===== config.mk =====
export PLATFORM = sky130hd
export DESIGN_NAME = i2c_resp_slave
export DESIGN_NICKNAME = d
export VERILOG_FILES = /design/src/rtl/i2c_resp_pkg.sv /design/src/rtl/i2c_bus_cond_det.sv /design/src/rtl/i2c_resp_slave.sv
export SDC_FILE = /design/constraint.sdc
export NUM_CORES = 1
export LEC_CHECK = 0
export CORE_MARGIN = 3
export CORE_UTILIZATION = 40
export CTS_CLUSTER_SIZE = 24
export DETAILED_ROUTE_END_ITERATION = 6
export PLACE_DENSITY = 0.61
export SLEW_MARGIN = 20
export SYNTH_ARGS = -nofsm -noshare
export SYNTH_HDL_FRONTEND = slang
export SYNTH_SLANG_ARGS = --single-unit

===== constraint.sdc =====
create_clock -name clk_i -period 3.9 [get_ports clk_i]
set_clock_uncertainty 0.05 [all_clocks]
set_input_delay 1.17 -clock clk_i [delete_from_list [all_inputs] [get_ports clk_i]]
set_output_delay 1.17 -clock clk_i [all_outputs]
set_load 0.01 [all_outputs]

===== src/rtl/i2c_resp_pkg.sv =====
// rtl/i2c_resp_pkg.sv - shared types and constants for the I2C responder
package i2c_resp_pkg;

    typedef enum logic [3:0] {
        ST_IDLE,
        ST_ADDR,
        ST_ADDR_ACK,
        ST_WR_DATA,
        ST_WR_ACK,
        ST_RD_LOAD,
        ST_RD_DATA,
        ST_RD_ACK,
        ST_WAIT_STOP
    } i2c_resp_state_t;

    typedef enum logic {
        I2C_WRITE = 1'b0,
        I2C_READ  = 1'b1
    } i2c_op_t;

    localparam logic I2C_ACK    = 1'b0;
    localparam logic I2C_NACK   = 1'b1;
    localparam int   SYNC_DEPTH = 2;

endpackage


===== src/rtl/i2c_bus_cond_det.sv =====
// rtl/i2c_bus_cond_det.sv - SCL/SDA synchronizer with edge, START and STOP pulses
module i2c_bus_cond_det
    import i2c_resp_pkg::*;
(
    input  logic clk_i,
    input  logic rst_n_i,
    input  logic scl_i,
    input  logic sda_i,
    output logic scl_rise_o,
    output logic scl_fall_o,
    output logic start_o,
    output logic stop_o,
    output logic sda_lvl_o
);

    logic [SYNC_DEPTH-1:0] scl_sync;
    logic [SYNC_DEPTH-1:0] sda_sync;
    logic [SYNC_DEPTH:0]   arm;
    logic                  scl_d;
    logic                  sda_d;
    logic                  scl_s;
    logic                  sda_s;
    logic                  live;

    assign scl_s     = scl_sync[SYNC_DEPTH-1];
    assign sda_s     = sda_sync[SYNC_DEPTH-1];
    assign sda_lvl_o = sda_d;
    // Events stay masked until the chain and edge register hold real bus values.
    assign live      = arm[SYNC_DEPTH];

    always_ff @(posedge clk_i) begin
        if (!rst_n_i) begin
            scl_sync   <= '1;
            sda_sync   <= '1;
            scl_d      <= 1'b1;
            sda_d      <= 1'b1;
            arm        <= '0;
            scl_rise_o <= 1'b0;
            scl_fall_o <= 1'b0;
            start_o    <= 1'b0;
            stop_o     <= 1'b0;
        end else begin
            scl_sync   <= {scl_sync[SYNC_DEPTH-2:0], scl_i};
            sda_sync   <= {sda_sync[SYNC_DEPTH-2:0], sda_i};
            scl_d      <= scl_s;
            sda_d      <= sda_s;
            arm        <= {arm[SYNC_DEPTH-1:0], 1'b1};
            scl_rise_o <= live & scl_s & ~scl_d;
            scl_fall_o <= live & ~scl_s & scl_d;
            start_o    <= live & scl_d & sda_d & ~sda_s;
            stop_o     <= live & scl_d & ~sda_d & sda_s;
        end
    end

endmodule


===== src/rtl/i2c_resp_slave.sv =====
// rtl/i2c_resp_slave.sv - I2C target with byte sink/source; I2C_RESP_CLK_STRETCH_EN enables SCL stretching on reads
module i2c_resp_slave
    import i2c_resp_pkg::*;
#(
    parameter int                    ADDR_WIDTH = 7,
    parameter int                    DATA_WIDTH = 8,
    parameter logic [ADDR_WIDTH-1:0] SLAVE_ADDR = 7'h22
) (
    input  logic                  clk_i,
    input  logic                  rst_n_i,
    input  logic                  scl_i,
    input  logic                  sda_i,
    output logic                  scl_o,
    output logic                  sda_o,
    output logic [DATA_WIDTH-1:0] wr_data_o,
    output logic                  wr_valid_o,
    output logic                  rd_req_o,
    input  logic [DATA_WIDTH-1:0] rd_data_i,
    input  logic                  rd_valid_i,
    output logic                  busy_o,
    output logic                  op_o,
    output logic                  nack_o,
    output logic                  underrun_o
);

    localparam logic [3:0] LAST_BIT = 4'(DATA_WIDTH - 1);

    logic scl_rise, scl_fall, start, stop, sda_lvl;

    i2c_bus_cond_det u_cond_det (
        .clk_i      (clk_i),
        .rst_n_i    (rst_n_i),
        .scl_i      (scl_i),
        .sda_i      (sda_i),
        .scl_rise_o (scl_rise),
        .scl_fall_o (scl_fall),
        .start_o    (start),
        .stop_o     (stop),
        .sda_lvl_o  (sda_lvl)
    );

    i2c_resp_state_t       state, state_n;
    i2c_op_t               op_q, op_n;
    logic [3:0]            bit_cnt, bit_cnt_n;
    logic [DATA_WIDTH-1:0] shreg, shreg_n, rx_byte;
    logic [DATA_WIDTH-1:0] wr_data_q, wr_data_n;
    logic                  phase, phase_n;
    logic                  sda_q, sda_n;
    logic                  busy_q, busy_n;
    logic                  wr_valid_n, rd_req_n, nack_n, underrun_n;
`ifdef I2C_RESP_CLK_STRETCH_EN
    logic                  scl_q, scl_n;
    assign scl_o = scl_q;
`else
    assign scl_o = 1'b1;
`endif

    assign sda_o     = sda_q;
    assign wr_data_o = wr_data_q;
    assign busy_o    = busy_q;
    assign op_o      = op_q;

    always_ff @(posedge clk_i) begin
        if (!rst_n_i) begin
            state      <= ST_IDLE;
            op_q       <= I2C_WRITE;
            bit_cnt    <= '0;
            shreg      <= '0;
            wr_data_q  <= '0;
            phase      <= 1'b0;
            sda_q      <= 1'b1;
            busy_q     <= 1'b0;
            wr_valid_o <= 1'b0;
            rd_req_o   <= 1'b0;
            nack_o     <= 1'b0;
            underrun_o <= 1'b0;
`ifdef I2C_RESP_CLK_STRETCH_EN
            scl_q      <= 1'b1;
`endif
        end else begin
            state      <= state_n;
            op_q       <= op_n;
            bit_cnt    <= bit_cnt_n;
            shreg      <= shreg_n;
            wr_data_q  <= wr_data_n;
            phase      <= phase_n;
            sda_q      <= sda_n;
            busy_q     <= busy_n;
            wr_valid_o <= wr_valid_n;
            rd_req_o   <= rd_req_n;
            nack_o     <= nack_n;
            underrun_o <= underrun_n;
`ifdef I2C_RESP_CLK_STRETCH_EN
            scl_q      <= scl_n;
`endif
        end
    end

    always_comb begin
        state_n    = state;
        op_n       = op_q;
        bit_cnt_n  = bit_cnt;
        shreg_n    = shreg;
        wr_data_n  = wr_data_q;
        phase_n    = phase;
        sda_n      = sda_q;
        busy_n     = busy_q;
        wr_valid_n = 1'b0;
        rd_req_n   = 1'b0;
        nack_n     = 1'b0;
        underrun_n = 1'b0;
        rx_byte    = {shreg[DATA_WIDTH-2:0], sda_lvl};
`ifdef I2C_RESP_CLK_STRETCH_EN
        scl_n      = scl_q;
`endif
        if (stop || start) begin
            // A repeated START drops any partial byte; STOP returns to idle.
            state_n   = stop ? ST_IDLE : ST_ADDR;
            busy_n    = start;
            bit_cnt_n = '0;
            phase_n   = 1'b0;
            sda_n     = 1'b1;
`ifdef I2C_RESP_CLK_STRETCH_EN
            scl_n     = 1'b1;
`endif
        end else begin
            case (state)
                ST_ADDR, ST_WR_DATA: if (scl_rise) begin
                    shreg_n   = rx_byte;
                    bit_cnt_n = bit_cnt + 4'd1;
                    if (bit_cnt == LAST_BIT) begin
                        bit_cnt_n = '0;
                        if (state == ST_WR_DATA) begin
                            wr_data_n  = rx_byte;
                            wr_valid_n = 1'b1;
                            state_n    = ST_WR_ACK;
                        end else if (rx_byte[DATA_WIDTH-1:1] == SLAVE_ADDR) begin
                            op_n    = i2c_op_t'(rx_byte[0]);
                            state_n = ST_ADDR_ACK;
                        end else begin
                            state_n = ST_WAIT_STOP;
                        end
                    end
                end
                // First fall starts the ACK low, second fall ends the ninth clock.
                ST_ADDR_ACK, ST_WR_ACK: if (scl_fall) begin
                    phase_n = ~phase;
                    sda_n   = phase ? 1'b1 : I2C_ACK;
                    if (phase) begin
                        if (op_q == I2C_READ) begin
                            state_n  = ST_RD_LOAD;
                            rd_req_n = 1'b1;
`ifdef I2C_RESP_CLK_STRETCH_EN
                            scl_n    = 1'b0;
`endif
                        end else begin
                            state_n = ST_WR_DATA;
                        end
                    end
                end
                ST_RD_LOAD: begin
`ifdef I2C_RESP_CLK_STRETCH_EN
                    if (rd_valid_i) begin
                        shreg_n   = rd_data_i;
                        sda_n     = rd_data_i[DATA_WIDTH-1];
                        scl_n     = 1'b1;
                        bit_cnt_n = '0;
                        state_n   = ST_RD_DATA;
                    end
`else
                    shreg_n    = rd_valid_i ? rd_data_i : '1;
                    underrun_n = ~rd_valid_i;
                    sda_n      = shreg_n[DATA_WIDTH-1];
                    bit_cnt_n  = '0;
                    state_n    = ST_RD_DATA;
`endif
                end
                ST_RD_DATA: begin
                    if (scl_rise) begin
                        bit_cnt_n = bit_cnt + 4'd1;
                    end else if (scl_fall) begin
                        if (bit_cnt > LAST_BIT) begin
                            sda_n     = 1'b1;
                            bit_cnt_n = '0;
                            state_n   = ST_RD_ACK;
                        end else begin
                            shreg_n = shreg << 1;
                            sda_n   = shreg[DATA_WIDTH-2];
                        end
                    end
                end
                ST_RD_ACK: begin
                    if (scl_rise) begin
                        if (sda_lvl == I2C_NACK) begin
                            nack_n  = 1'b1;
                            state_n = ST_WAIT_STOP;
                        end else begin
                            phase_n = 1'b1;
                        end
                    end else if (scl_fall && phase) begin
                        phase_n  = 1'b0;
                        rd_req_n = 1'b1;
                        state_n  = ST_RD_LOAD;
`ifdef I2C_RESP_CLK_STRETCH_EN
                        scl_n    = 1'b0;
`endif
                    end
                end
                default: ;
            endcase
        end
    end

endmodule

Word level (Yosys, flattened, before mapping)
Cells that the tools add are included.

Register bits: 44. Input port bits: 13. Output and inout port bits: 16. Logic and storage cells: 141.

Add/subtract/negate cells: 1. Magnitude comparators: 1. Eq/ne operators: 27. Multiplexer cells: 48. Bitwise logic cells: 23. Reduce and logical (&&, ||, !) cells: 19.

Operator list (count): 2-to-1 mux 4 bit (18); 2-to-1 mux 7 bit (4); case mux 7 bit (3 select lines) (1); == test 4 x 3 -> 1 bit (second input constant) (5); case mux 4 bit (5 select lines) (1); 2-to-1 mux 1 bit (18); != test 3 x 2 -> 1 bit (second input constant) (5); != test 3 bit (second input constant) (5); inverter 1 bit (14); case mux 4 bit (3 select lines) (1); AND reduction 4 bit (3); AND reduction 6 bit (2); AND reduction 10 bit (1); AND 1 bit (9); == test 4 x 2 -> 1 bit (second input constant) (2); 2-to-1 mux 8 bit (1); == test 7 x 6 -> 1 bit (second input constant) (1); != test 2 x 1 -> 1 bit (second input constant) (3); nonzero test 3 bit (2); nonzero test 6 bit (1); OR reduction 2 bit (3); AND reduction 5 bit (1); OR reduction 5 bit (1); adder 4 x 1 -> 4 bit (second input constant) (1); 14 further kinds (16).

Depth between registers and ports, before layout
Gate-level depths: netlist of the first run.

Depth in word-level cells: 7. Gate-level depth with buffers: 8. Gate-level depth less buffers: 6.

By module
Synthesis of the first run repeated with hierarchy kept, for this count alone.

Cell total of the unflattened synthesis: 239. Area, all modules: 2175.8 µm².

Modules (own cells, without submodules): i2c_resp_slave (instances 1, cells each 213, area an instance 1806.7 µm², seq. area each 620.6 µm²); i2c_bus_cond_det (instances 1, cells each 26, area an instance 369.1 µm², seq. area each 260.2 µm²).

Worst setup path before layout of the first run
No wires, ideal clock.

Path type: in2reg. Start point: input port rd_valid_i. End point: register shreg[0]. Library setup time: 0.070 ns. Arrival: 2.146 ns. Required time: 3.780 ns. Setup slack: 1.635 ns. Stages: 6. Path buffers: 1. Cells stage by stage: clkbuf_1 > nor2b_1 > or4_1 > a21oi_1 > a21oi_1 > a21oi_1.

Longest elaborated chain between the ends: 2.

Ends and longest elaborated chain: start, declared (RTL line i2c_resp_slave.sv:19) `input logic rd_valid_i,`; 2-to-1 mux 8 bit (RTL line i2c_resp_slave.sv:171) `shreg_n = rd_valid_i ? rd_data_i : '1;`; case mux 7 bit (3 select lines) (RTL line i2c_resp_slave.sv:127) `case (state)`; end signal, assigned (RTL line i2c_resp_slave.sv:84) `shreg <= shreg_n;`; end, declared (RTL line i2c_resp_slave.sv:45) `logic [DATA_WIDTH-1:0] shreg, shreg_n, rx_byte;`.

No other way between the ends. A chain may end at the register's enable or synchronous reset.

Final worst setup path of the first run
Ends and elaborated chain as after synthesis.

==> summary.txt, run 1 <==
Floorplan
  – Die Y: 79.9 microns
  – Boundary Pins: 29
  – Die width: 79.9 microns
  – Total core area: 5200 sq um
  – Initial cell density of the core: 41.9%
  – Full die area: 6380 sq um
  – Core Rows: 26

Synth
  – Synth Area per Inst: 9.17 sq um
  – Number of enable flip-flop cells after synthesis: 0
  – Syn_nets: 252
  – Post-synth top area share: 40.4%
  – Seq cells post-synth: 44
  – Sequential area share after synthesis: 40.4%
  – FFs w/ async S/R, synth: 0%
  – Main synth FF type: dfxtp_1
  – Cell taking the most area after synthesis: dfxtp_1
  – Top cells by area, synth: dfxtp_1 (40%), mux2i_1 (4.6%), nor2b_1 (4.0%), nand2b_1 (3.4%), o211ai_1 (3.1%)
  – Library cells used by synthesis: 54
  – Post-synthesis cell area: 2180 sq um
  – Synth warn: 0
  – Gate Count Post-Synth: 238

Setup path
  – Crit path launch type: input port
  – Most used cell, CP: a21oi_1
  – Worst-path cell chain: clkdlybuf4s50_1, nor2b_1, or4_1, a21oi_1, a21oi_1, a21oi_1
  – Crit path DAT: 2.71 ns
  – FF-to-FF End: shreg[2]$_SDFFE_PN0P_
  – Worst setup EP type: flop
  – R2R depth: 5
  – CP max FO: 9
  – Reg2reg setup slack: 1.50 ns
  – Required time of the worst setup path: 4.08 ns
  – Crit-path leading delay family: simple AND/OR/NAND/NOR gates
  – Critical R2R Launch: state[0]$_SDFFE_PN0P_
  – Slowest stage cell, crit path: clkdlybuf4s50_1
  – Max stage delay on crit path: 0.57 ns
  – Kind of critical path: input port to flop
  – Crit path buf inv count: 1

Outcome
  – Status: finished, final reports clean

Route
  – Residual DRC count: 0
  – Vias: 1781
  – Wire per inst: 14.8 microns
  – Post-DR vias/cell: 5.46
  – Starting DRT DRC Count: 141
  – Antenna-violating nets left: 0
  – Final wirelength: 4830 microns
  – DRT Pass-1 Iters: 4

CTS
  – Resize count post-CTS: 0
  – TritonCTS Buffers: 5
  – H-tree Lvls: 2
  – Longest Clk Path Bufs: 2
  – Root buffer cell: clkbuf_8
  – Postcts setup bufs: 0
  – Worst-path clk slew: 0.09 ns
  – Clk_lat worst skew: 0.29 ns
  – CTS tree: done
  – Clock sink total: 44
  – CTS Hold Bufs: 0

Final layout
  – NumNets Final: 269
  – Share of layout cells above drive strength 1: 7.03%
  – Synthesis-to-finish area growth: 17.0%
  – Antenna diode count: 0
  – Layout fillers: 510
  – Final non-filler cell total: 326

Timing
  – Actual slew at the worst max-slew pin: 0.983 ns
  – Slew headroom: 33.9%
  – Endpoints failing setup: 0
  – Final hold vios: 0
  – Min Tclk post-route: 2.54 ns
  – RSZ-0062 raised after global routing: no
  – Max Clk Rate: 394 MHz
  – Final slew viol count: 0
  – Final TNS setup: 0 ns
  – Final Cycle Share: 65.0%

Global routing
  – Largest net degree at the start of global routing: 31
  – Initial antenna violation count: 0
  – Vias in the first global route: 1668
  – Total GRT Usage: 16.3%
  – First-pass GRT wire length: 8150 microns
  – Global route overflow: 0

Power and ir drop
  – P_leak: 0.915 nW
  – Peak supply drop: 0.180 mV
  – PnR Total Power: 0.844 mW
  – PD cells: 331 nW/um^2

Hold path
  – WHS Endpoint: u_cond_det.sda_sync[1]$_SDFF_PN1_
  – Hold_sp: u_cond_det.sda_sync[0]$_SDFF_PN1_
  – Worst hold path class: flop to flop
  – Hold Path Stages: 1

Placed design
  – Routability cong.: 0.831
  – Post-DP HPWL: 3330 microns
  – Inst Count DP: 318
  – PortBufs: 27

Flow run
  – Max-cap violation count: 0
-- synth_stat cells (2+ instances only) --
cell,n
a211oi_1,2
a21boi_1,6
a21oi_1,13
a22o_1,2
a32o_1,2
and2_1,4
and4b_1,2
buf_2,4
buf_4,4
buf_6,3
clkbuf_1,7
dfxtp_1,44
inv_1,2
mux2i_1,10
nand2_1,15
nand2b_1,12
nand3_1,5
nand3b_1,7
nand4_1,2
nor2_1,14
nor2b_1,14
nor3_1,6
nor3b_1,5
o211ai_1,9
o21a_1,2
o21ai_0,7
o221ai_1,2
o22ai_1,2
or3_1,4
or4_1,3
-- worst max-delay path by stage --
stage	to	from	slack (ns)	cells past startpoint
after floorplan	shreg[0]$_SDFFE_PN0P_	rd_valid_i	1.63	6
after global placement	shreg[0]$_SDFFE_PN0P_	rd_valid_i	1.12	6
after detailed placement	shreg[0]$_SDFFE_PN0P_	rd_valid_i	1.06	6
after CTS	op_o	op_o$_SDFFE_PN0P_	1.38	1
after global routing	shreg[6]$_SDFFE_PN0P_	state[2]$_SDFFE_PN0P_	1.25	5
final	shreg[0]$_SDFFE_PN0P_	rd_valid_i	1.36	6
-- registers in the layout, indices dropped and copies added, names as in the netlist, 2 cells and up --
signal,flops
u_cond_det.scl_sync,2
shreg,7
state,4
u_cond_det.arm,3
bit_cnt,4
u_cond_det.sda_sync,2
wr_data_o,8
-- cells by family after synthesis --
group	synth area share (%)
AOI/OAI and AO/OA	17.9
xor gates and xnor gates	0.401
adders and majority gates	0.573
buffers and inverters	5.56
DFF	40.4
muxes	5.10
other	0.172
and+or+nand+nor	29.9
-- cells in the final DEF, fill, tap and decap left out, types with 7 or more instances in the layout --
cell             netlist  layout
mux2i_1               10      10
o21ai_0                7       7
nor2b_1               14      14
nand3b_1               7       7
nor2_1                14      14
dfxtp_1               44      44
o211ai_1               9       9
clkdlybuf4s50_1        0      27
nand2_1               15      15
a21oi_1               13      13
nand2b_1              12      12
-- per-stage QoR --
step                setup slack, ns  hold WS, ns  util, %  area [sq um]
finish                         1.36        0.362     49.0          2550
global route                   1.25        0.380     49.0          2550
CTS                            1.38        0.364     49.0          2550
detailed placement             1.06        0.342     46.8          2440
global placement               1.12        0.338     46.8          2440
floorplan                      1.63        0.336        -          2180
-- where the power goes --
| group | switching (mW) | internal [mW] | total (mW) |
|---|---|---|---|
| clock | 0.163 | 0.193 | 0.356 |
| combinational | 0.0129 | 0.0186 | 0.0315 |
| sequential | 0.00317 | 0.453 | 0.456 |
-- area by class of cell --
cell class | count | area [sq um] | area share, %
clock inverter | 3 | 46.3 | 1.81
inverter | 3 | 11.3 | 0.441
clock buffer | 5 | 68.8 | 2.70
multi-input combinational | 173 | 1180 | 46.2
tap | 70 | 87.6 | 3.43
timing repair buffer | 28 | 278 | 10.9
sequential | 44 | 881 | 34.5
-- layer usage --
layer / routed length [microns] / vias to the layer above / global-route usage, % / share of wire, %
met1: 2370 / 835 / 23.5 / 49
met3: 209 / 7 / 3.61 / 4.3
met4: 53 / 0 / 5.74 / 1.1
met2: 2200 / 42 / 23.6 / 46
met5: 0 / - / 0 / 0
li1: - / 897 / - / -
Note: power is estimated with default switching activity, not from simulation.
==> run 2: changes to the inputs <==
--- a/config.mk
+++ b/config.mk
@@ -9,7 +9,7 @@
 export CORE_UTILIZATION = 40
 export CTS_CLUSTER_SIZE = 24
 export DETAILED_ROUTE_END_ITERATION = 6
-export PLACE_DENSITY = 0.61
+export PLACE_DENSITY = 0.63
 export SLEW_MARGIN = 20
 export SYNTH_ARGS = -nofsm -noshare
 export SYNTH_HDL_FRONTEND = slang
==> constraint.sdc (replaced) <==
create_clock -name clk_i -period 2.1 [get_ports clk_i]
set_clock_uncertainty 0.05 [all_clocks]
set_input_delay 0.63 -clock clk_i [delete_from_list [all_inputs] [get_ports clk_i]]
set_output_delay 0.63 -clock clk_i [all_outputs]
set_load 0.01 [all_outputs]
==> summary.txt, run 2 (synthesis gave the netlist of run 1 again) <==
Outcome
  – Status: finished, final reports clean

Route
  – Final wirelength: 5050 microns (+4.5%)
  – Wire per inst: 14.6 microns (-1.6%)
  – Starting DRT DRC Count: 172 (+22%)
  – Post-DR vias/cell: 5.39 (-1.4%)
  – DRT Pass-1 Iters: 4 (unchanged)
  – Residual DRC count: 0 (unchanged)
  – Antenna-violating nets left: 0 (unchanged)
  – Vias: 1864 (+4.7%)

Global routing
  – Global route overflow: 0 (unchanged)
  – Largest net degree at the start of global routing: 22 (-29%)
  – Met2 GRT Util: 26.8% (+3.2 points)
  – M1 GR Usage: 22.8% (-0.68 points)
  – Initial antenna violation count: 0 (unchanged)
  – GR peak layer: met2
  – Met3 usage: 4.06% (+0.45 points)
  – Vias in the first global route: 1781 (+6.8%)
  – First-pass GRT wire length: 8470 microns (+3.9%)
  – Total GRT Usage: 16.9% (+0.64 points)

Floorplan
  – Core Rows: 26 (unchanged)
  – Total core area: 5200 sq um (unchanged)
  – Die width: 79.9 microns (unchanged)
  – Die Y: 79.9 microns (unchanged)
  – Boundary Pins: 29 (unchanged)
  – Initial cell density of the core: 41.9% (unchanged)
  – Full die area: 6380 sq um (unchanged)

Timing
  – Final Cycle Share: 94.4%
  – RSZ-0062 raised after global routing: no
  – Fin worst setup slack: 0.117 ns (-1.25 ns)
  – Endpoints failing setup: 0 (unchanged)
  – Final hold vios: 0 (unchanged)
  – Final TNS setup: 0 ns (unchanged)
  – Max Clk Rate: 504 MHz
  – Final slew viol count: 0 (unchanged)
  – Min Tclk post-route: 1.98 ns

CTS
  – TritonCTS Buffers: 5 (unchanged)
  – Clock sink total: 44 (unchanged)
  – Root buffer cell: clkbuf_8
  – Worst-path clk slew: 0.09 ns (about the same)
  – CTS tree: done
  – Postcts setup bufs: 0 (unchanged)
  – H-tree Lvls: 2 (unchanged)
  – Longest Clk Path Bufs: 2 (unchanged)
  – Clk_lat worst skew: 0.30 ns (about the same)

Final layout
  – Share of layout cells above drive strength 1: 14.1% (+7.1 points)
  – Synthesis-to-finish area growth: 23.9%
  – NumNets Final: 289 (+7.4%)
  – Reg area: 882 sq um (+0.14%)
  – Antenna diode count: 0 (unchanged)
  – Layout fillers: 510 (unchanged)
  – Commonest non-fill, non-tap cell in the layout: dfxtp_1
  – Most frequent cells in the layout: dfxtp_1 (43), clkdlybuf4s50_1 (27), buf_4 (21)
  – Footprint of the multi-input gates: 1180 sq um (unchanged)
  – Max reg flops: 8 (unchanged)

Setup path
  – Crit path buf inv count: 1 (unchanged)
  – Worst setup EP type: output pin
  – Crit path DAT: 1.30 ns (-1.41 ns)
  – Kind of critical path: flop to output pin
  – Max stage delay on crit path: 0.58 ns (about the same)
  – CP max FO: 5 (-4)
  – Required time of the worst setup path: 1.42 ns (-2.66 ns)
  – Crit path launch type: flop
  – Crit-path leading delay family: buffers and inverters
  – Slowest stage cell, crit path: clkdlybuf4s50_1
  – Worst-path cell chain: clkdlybuf4s50_1

Placed design
  – Setup WS pre-CTS: 0.0783 ns (-0.985 ns)
  – PortBufs: 27 (unchanged)
  – Routability cong.: 0.879 (+5.7%)
  – Post-DP HPWL: 3730 microns (+12%)

Hold path
  – Worst hold path class: flop to flop

Flow run
  – Max-cap violation count: 0 (unchanged)

Power and ir drop
  – Peak supply drop: 0.383 mV (+110%)
  – P_leak: 1.01 nW (+11%)
  – PD cells: 587 nW/um^2 (+78%)
run 2: power by group:
| part | internal [mW] | total (mW) | switching (mW) | leakage, nW |
|---|---|---|---|---|
| Clock | 0.359 | 0.673 | 0.314 | 0.0548 |
| Combinational | 0.0420 | 0.0703 | 0.0283 | 0.603 |
| Sequential | 0.842 | 0.845 | 0.00379 | 0.357 |
run 2: metal layers:
metal	vias up	part of all wire (%)
met5	-	0
met4	0	1.2
met3	7	4.2
met2	39	46
met1	879	49
li1	939	-
run 2: cell type report:
type / instances / area share, %
multi-input cells: 173 / 43.6
flip-flops and latches: 44 / 32.6
repair buffers: 48 / 15.8
well taps: 70 / 3.24
clock buffers: 5 / 2.55
clock inverters: 3 / 1.71
inverters: 3 / 0.416
run 2: path summary, 6_finish.rpt:
path                                                        start  slack [ns]                           endpoint  cells after the start
worst min register to register  u_cond_det.scl_sync[0]$_SDFF_PN1_        0.36  u_cond_det.scl_sync[1]$_SDFF_PN1_                      1
worst min-delay path            u_cond_det.scl_sync[0]$_SDFF_PN1_        0.36  u_cond_det.scl_sync[1]$_SDFF_PN1_                      1
worst max-delay path                            op_o$_SDFFE_PN0P_        0.12                               op_o                      1
worst max register to register            bit_cnt[0]$_SDFFE_PP0P_        0.13              state[2]$_SDFFE_PN0P_                      6
run 2: timing repair:
item	in CTS	in global routing
endpoints found under the setup margin	0	2
gates resized for setup	0	1
hold endpoints to repair	0	0
hold buffers	0	0
run 2: metrics by stage:
step / hold slack, ns / cell area, sq um / std cells / total power [mW] / util [%]
6_report: 0.364 / 2700 / 346 / 1.59 / 51.9
3_3_place_gp: 0.338 / 2590 / 338 / 0.935 / 49.7
5_1_grt: 0.393 / 2700 / 346 / 1.64 / 51.9
3_5_place_dp: 0.348 / 2590 / 338 / 0.936 / 49.7
2_1_floorplan: 0.336 / 2180 / 238 / 0.897 / -
4_1_cts: 0.370 / 2700 / 346 / 1.61 / 51.9
==> RTL edit: new RTL, settings of run 1 <==
`SYNC_DEPTH`: 2 -> 4.
--- a/src/rtl/i2c_resp_pkg.sv
+++ b/src/rtl/i2c_resp_pkg.sv
@@ -22,3 +22,3 @@
     localparam logic I2C_NACK   = 1'b1;
-    localparam int   SYNC_DEPTH = 2;
+    localparam int   SYNC_DEPTH = 4;
 
Function: changed (Yosys sat finds a counterexample within 10 cycles, from zero or initial values and one cycle with rst_n_i low).
==> RTL edit against run 1 <==
Design area up 8.1%. Sequential cell count up 6. Core utilization down 0.11 points. Area after synthesis up 9.8%. Routed wire length up 7.2%. Worst setup slack worse by 54 ps.
Power is not compared: it rests on default switching activity, and its combinational part moved more than twofold at a synthesized area within 25%.
==> RTL edit: results (changes against run 1) <==
status: "completed"
grt_pass1_wl_um: 9160  # +12%
drive_above_1_share: 0.0694  # -0.000868
insertion_delay_ps: 310  # +20 ps
wl_per_cell_um: 14.4  # -2.9%
syn_nets: 285  # +13%
crit_fanout: 5  # -4
pre_cts_slack_ps: 1000  # -59.5 ps
finalNetCount: 301  # +12%
grt_pass1_vias: 1853  # +11%
rr_worst_depth: 6  # +1
slew_headroom: 0.394  # +0.0543
final_core_util: 0.489  # -0.00114
hold_ws_ps: 365  # +3.55 ps
rrSetupSlack_ps: 1450  # -50 ps
r2r-start: "state[1]"
grt_use_met1: 0.230  # -0.00449
grtUsageTotal: 0.157  # -0.00566
gr-usage-met2: 0.238  # +0.00211
grt_max_degree: 29  # -6.5%
ys_types: 56  # +3.7%
synth_commonest_cells: "50 x dfxtp_1, 25 x nand2_1, 16 x nor2_1"
dp_hpwl_um: 3500  # +5.1%
criticalPathCategory: "reg2out"
synth_cells: 271  # +14%
worstReg2RegEnd: "shreg[4]"
placed_cell_area_um2: 2670  # +9.3%
cpLargestDelayFamily: "buffers and inverters"
use_met3: 0.0317  # -0.00437
cp_data_arrival_time_ps: 1370  # -1340 ps
first_iter_violations: 104  # -26%
==> RTL edit: cell families (layout without fill, tap and decap cells) <==
| family | Yosys count | after routing | synth area share |
|---|---|---|---|
| XOR/XNOR | 2 | 2 | 0.00731 |
| adder cells (fa/ha/maj) | 1 | 1 | 0.00522 |
| other | 1 | 1 | 0.00157 |
| AO/OA/AOI/OAI | 68 | 68 | 0.198 |
| buffers and inverters | 28 | 45 | 0.0627 |
| flip-flops | 50 | 50 | 0.418 |
| AND/OR/NAND/NOR | 119 | 119 | 0.299 |
| multiplexers | 2 | 2 | 0.00836 |
==> RTL edit: power by group through the flow <==
| stage | clock, mW | sequential (mW) | combinational [mW] |
|---|---|---|---|
| after global routing | 0.352 | 0.553 | 0.0758 |
| after floorplan | 0 | 0.534 | 0.0772 |
| after CTS | 0.332 | 0.548 | 0.0687 |
| after detailed placement | 0 | 0.560 | 0.0685 |
| after global placement | 0 | 0.559 | 0.0679 |
| final | 0.319 | 0.548 | 0.0682 |
==> RTL edit: cell type report <==
type | instances | area share
repair buffers | 31 | 0.109
flip-flops and latches | 50 | 0.363
clock inverters | 3 | 0.00952
well taps | 72 | 0.0326
clock buffers | 5 | 0.0249
multi-input cells | 193 | 0.453
inverters | 6 | 0.00816
==> RTL edit: how the worst min path moves through the flow <==
stage,startpoint,endpoint
detailed placement,u_cond_det.sda_sync[2],u_cond_det.sda_sync[3]
global placement,u_cond_det.sda_sync[2],u_cond_det.sda_sync[3]
finish,u_cond_det.scl_sync[1],u_cond_det.scl_sync[2]
global route,u_cond_det.sda_sync[2],u_cond_det.sda_sync[3]
floorplan,u_cond_det.scl_sync[0],u_cond_det.scl_sync[1]
CTS,u_cond_det.sda_sync[2],u_cond_det.sda_sync[3]
==> RTL edit: routing by layer <==
layer / vias to the layer above / share of wire
li1: 1009 / -
met4: 0 / 0.0052
met2: 32 / 0.45
met3: 2 / 0.034
met1: 936 / 0.51
met5: - / 0
